[config.mk]
export PLATFORM = sky130hd
export DESIGN_NAME = code_decoder
export DESIGN_NICKNAME = d
export VERILOG_FILES = /design/src/rtl/code_decoder_pkg.sv /design/src/rtl/code_fifo.sv /design/src/rtl/code_decoder.sv
export SDC_FILE = /design/constraint.sdc
export NUM_CORES = 1
export LEC_CHECK = 0
export ABC_AREA = 1
export CAP_MARGIN = 10
export CELL_PAD_IN_SITES_DETAIL_PLACEMENT = 0
export CELL_PAD_IN_SITES_GLOBAL_PLACEMENT = 2
export CORE_UTILIZATION = 32
export DETAILED_ROUTE_END_ITERATION = 12
export PLACE_DENSITY = 0.76
export SLEW_MARGIN = 20
export SYNTH_ARGS = -nofsm -noshare
export SYNTH_HDL_FRONTEND = slang
export SYNTH_SLANG_ARGS = --single-unit
[constraint.sdc]
create_clock -name clk -period 1.9 [get_ports clk]
set_input_delay 0.285 -clock clk [delete_from_list [all_inputs] [get_ports clk]]
set_output_delay 0.285 -clock clk [all_outputs]
set_load 0.1 [all_outputs]
[src/rtl/code_decoder_pkg.sv]
// Shared types and beat generation for the 3-bit code to 8-bit word decoder.
package code_decoder_pkg;
    localparam int CODE_W = 3;
    localparam int DATA_W = 8;

    typedef enum logic [1:0] {
        ONEHOT = 2'b00,
        THERM  = 2'b01,
        WALK   = 2'b10,
        RSVD   = 2'b11
    } mode_t;

    typedef logic state_t;
    localparam state_t IDLE = 1'b0;
    localparam state_t EMIT = 1'b1;

    typedef struct packed {
        logic [CODE_W-1:0] code;
        mode_t             mode;
    } entry_t;

    // Returns {last, data} for beat number idx of entry e.
    function automatic logic [DATA_W:0] beat(input entry_t e, input logic [CODE_W-1:0] idx);
        logic [DATA_W:0] t;
        case (e.mode)
            THERM:   begin
                t = (9'd2 << e.code) - 9'd1;
                return {1'b1, t[DATA_W-1:0]};
            end
            WALK:    return {idx == e.code, 8'd1 << idx};
            default: return {1'b1, 8'd1 << e.code};
        endcase
    endfunction
endpackage

[src/rtl/code_fifo.sv]
// Small synchronous FIFO with first-word fall-through read data.
module code_fifo #(
    parameter int  DEPTH = 4,
    parameter type T     = logic
) (
    input  logic clk,
    input  logic rst,
    input  logic push,
    input  logic pop,
    input  T     din,
    output T     dout,
    output logic full,
    output logic empty
);
    localparam int AW = $clog2(DEPTH);

    T               mem [DEPTH];
    logic [AW-1:0]  wp, rp;
    logic [AW:0]    cnt;
    logic           do_push, do_pop;

    assign full    = cnt == (AW+1)'(DEPTH);
    assign empty   = cnt == '0;
    // Push is gated by the registered count, so a same-cycle pop never frees a slot early.
    assign do_push = push && !full;
    assign do_pop  = pop && !empty;
    assign dout    = mem[rp];

    always_ff @(posedge clk or posedge rst) begin
        if (rst) begin
            wp  <= '0;
            rp  <= '0;
            cnt <= '0;
        end else begin
            if (do_push) wp <= wp + 1'b1;
            if (do_pop)  rp <= rp + 1'b1;
            cnt <= cnt + {{AW{1'b0}}, do_push} - {{AW{1'b0}}, do_pop};
        end
    end

    always_ff @(posedge clk) begin
        if (do_push) mem[wp] <= din;
    end
endmodule

[src/rtl/code_decoder.sv]
// Streaming code decoder: FIFO-buffered codes expanded to one-hot, thermometer
// or walking-bit beats on a registered valid/ready output.
module code_decoder
    import code_decoder_pkg::*;
#(
    parameter int DEPTH = 4
) (
    input  logic              clk,
    input  logic              rst,
    input  logic              in_valid,
    output logic              in_ready,
    input  logic [CODE_W-1:0] in_code,
    input  logic [1:0]        in_mode,
    output logic              out_valid,
    input  logic              out_ready,
    output logic [DATA_W-1:0] out_data,
    output logic              out_last,
    output logic              err_mode
);
    entry_t            push_e, head, cur;
    logic              full, empty, pop, xfer;
    state_t            state;
    logic [CODE_W-1:0] idx;
    logic [DATA_W:0]   first, nxt;

    always_comb begin
        push_e.code = in_code;
        push_e.mode = (in_mode == 2'b11) ? ONEHOT : mode_t'(in_mode);
    end

    assign in_ready = !full;
    assign xfer     = out_valid && out_ready;
    assign pop      = !empty && (state == IDLE || (xfer && out_last));
    assign first    = beat(head, '0);
    assign nxt      = beat(cur, idx + 3'd1);

    code_fifo #(.DEPTH(DEPTH), .T(entry_t)) u_fifo (
        .clk   (clk),
        .rst   (rst),
        .push  (in_valid),
        .pop   (pop),
        .din   (push_e),
        .dout  (head),
        .full  (full),
        .empty (empty)
    );

    always_ff @(posedge clk or posedge rst) begin
        if (rst) begin
            state     <= IDLE;
            idx       <= '0;
            cur       <= '0;
            out_valid <= 1'b0;
            out_data  <= '0;
            out_last  <= 1'b0;
            err_mode  <= 1'b0;
        end else begin
            if (in_valid && !full && in_mode == 2'b11) err_mode <= 1'b1;
            // pop is asserted exactly when a new code is loaded below.
            if (pop) begin
                state                <= EMIT;
                cur                  <= head;
                idx                  <= '0;
                {out_last, out_data} <= first;
                out_valid            <= 1'b1;
            end else if (state == EMIT && xfer) begin
                if (!out_last) begin
                    idx                  <= idx + 3'd1;
                    {out_last, out_data} <= nxt;
                end else begin
                    state     <= IDLE;
                    out_valid <= 1'b0;
                    out_data  <= '0;
                    out_last  <= 1'b0;
                end
            end
        end
    end
endmodule
==> results.md <==
* Worst-Skew Late Latency at 0.30 ns
* Number of port buffers at 20
* Die Wd at 93.1 um
* Clk buf depth at 2
* Worst flop-to-flop path endpoint: u_fifo.cnt[2]
* DRC viols at 0
* EDFF count, synth at 20
* Area occupied by multi-input gates at 0.00136 mm^2
* Launching point of the worst reg2reg path: state
* Synth Warn # at 0
* Vias at 2180
* CP Launch Type: flop
* Placed insts at 457
* Synth area leader: dfrtp_1
* Fill cell count at 805
* GP Congestion at 0.812
* Final wirelength at 5800 um
* F_max at 544 MHz
* CTS Hold Bufs at 0
* Most common cell after layout, fill and taps aside: nand2_1
* Kind of critical path: flop to flop
* Final TNS setup at 0 ns
* Reg2Reg Setup Slack at 0.06 ns
* Sink Count at 46
* Fin Clk Skew at 0.00597 ns
* Full die area at 0.00867 mm^2
* Least-Margin Pin Slew at 0.368 ns
* Outcome: complete, no violations
* Post-Synthesis Cells at 310
* Pre-CTS WS at -0.191 ns
* Nets at 388
* Gr usage total at 14.7%
* Crit path setup slack, layout at 0.0618 ns
* Fin. Hold Viols at 0
* Area delta synth->final at 30.5%
* Syn Std Cell Area at 0.00266 mm^2
* Initial antenna violation count at 0
* Vias/cell at 4.66
* Critical path arrival at 2.03 ns
* H-tree level count at 2
* RSZ-0062 raised after global routing: true
* Vias in the first global route at 2134
* # setup viols final at 0
* Antenna cell count at 0
* FF+latch count, synth at 46
* Dominant cells by area after synthesis: dfrtp_1, edfxtp_1, nand2_1, ha_1, inv_1
* Ports at 21
* Max_cap viols at 0
* 1st-pass router iterations at 4
* Num rows at 32
* Post-synth top area share at 24.5%
* Syn_area_per_cell at 8.57 um^2
* Crit share post-route at 96.7%
* Initial drt markers at 80
* Max transition margin at 75.5%
* Initial Util at 33.7%
* Final ANT Viol Nets at 0
* WP data required at 2.09 ns
* CTS tree: done
* Max Fanout on Critical Path at 3
* Critical Path Sink Type: flop
* Mapped Nets at 333
* Crit path time final at 1.84 ns
* Share of cells above drive strength 1 at 30.9%
* Register area at 0.00126 mm^2
* Synth unique cells at 34
* GR Overflow Total at 0
* Async set-or-reset flop fraction in the synthesized netlist at 56.5%
* Final Max Slew Viols at 0
* Clock Pin Slew Worst Setup and Hold Paths at 0.10 ns
* R2r worst-path depth at 9
* Post-synthesis sequential area ratio at 47.1%
* Clk root buf: clkbuf_8
* Main synth FF type: dfrtp_1
* Mean routed wirelength per cell at 12.4 um
* Pin count of the biggest net entering global routing at 27
* HPWL after DPL at 4440 um
* Core area at 0.00789 mm^2
* First-pass GRT wire length at 9970 um
* Final Non-Filler Cells at 468
* Commonest non-fill, non-tap cells in the layout: nand2_1, buf_4, inv_1
* Die H at 93.1 um
* Hold Crit Class: input pin to asynchronous set/reset pin
* Cts bufs inserted at 5
## state kept, by name, indices dropped and copies added, names as in the netlist
signal      flops
err_mode        1
u_fifo.mem     20
u_fifo.cnt      3
out_data        8
u_fifo.wp       2
out_last        1
cur             5
idx             3
state           1
u_fifo.rp       2
## kinds of logic after synthesis
logic type	Yosys count	synth area share [%]
flops	46	47.1
simple gates	149	26.0
fa+ha+maj	14	6.88
buf+inv	49	7.73
xor+xnor	7	2.31
compound gates	45	10.0
## layer usage
| metal | wire length, um | GRT usage [%] | part of all wire [%] | up-vias |
|---|---|---|---|---|
| met1 | 2890 | 20.0 | 50 | 1027 |
| li1 | - | - | - | 1119 |
| met5 | 0 | 0 | 0 | - |
| met2 | 2710 | 24.2 | 47 | 28 |
| met4 | 61 | 3.85 | 1.1 | 0 |
| met3 | 132 | 2.44 | 2.3 | 6 |
## through the flow
stage	area [um^2]	hold slack [ns]	util, %
finish	3470	0.335	44.0
global route	3470	0.417	44.0
CTS	3330	0.345	42.3
detailed placement	3220	0.461	40.8
global placement	3220	0.456	40.8
floorplan	2720	0.325	-
## what timing repair did
item	in CTS	in global routing
setup endpoints to repair	7	9
pin swaps	0	12
setup buffers	0	3
resized for setup	4	33
## how the worst max path moves through the flow
stage | slack (ns) | startpoint | to
detailed placement | -0.19 | out_ready | u_fifo.cnt[1]
finish | 0.06 | state | u_fifo.cnt[2]
global route | -0.05 | u_fifo.rp[0] | out_data[5]
CTS | 0.005 | u_fifo.rp[0] | out_data[5]
global placement | -0.16 | out_ready | u_fifo.cnt[1]
floorplan | -0.26 | state | u_fifo.cnt[2]
## worst max-delay path, cell delays in order, from the launching register on
cell and delay (ns):
dfrtp_4 0.51, nand2_4 0.08, o21ai_2 0.06, nand2_1 0.09
inv_2 0.05, ha_4 0.26, inv_2 0.03, ha_4 0.14
fa_2 0.34, xor2_1 0.14
## area by class of cell
cell class                 instances  area share, %
clock inverter                     3          0.758
multi-input combinational        215           39.2
clock buffer                       5           1.98
inverter                          42           4.76
sequential                        46           36.4
timing repair buffer              55           13.3
tap                              102           3.68
## Yosys cell counts, types with 6 or more instances
| cell | count |
|---|---|
| o21ai_1 | 7 |
| a21oi_1 | 6 |
| nand2_1 | 88 |
| nand3_1 | 14 |
| edfxtp_1 | 20 |
| nand2_2 | 7 |
| inv_1 | 39 |
| nand3_2 | 7 |
| dfrtp_1 | 26 |
| nor2_1 | 24 |
| ha_1 | 13 |
| o21ai_0 | 15 |
Power is left out: the tool's default activity adds up to more than one toggle a clock period on the data nets, which glitch-free logic cannot reach.
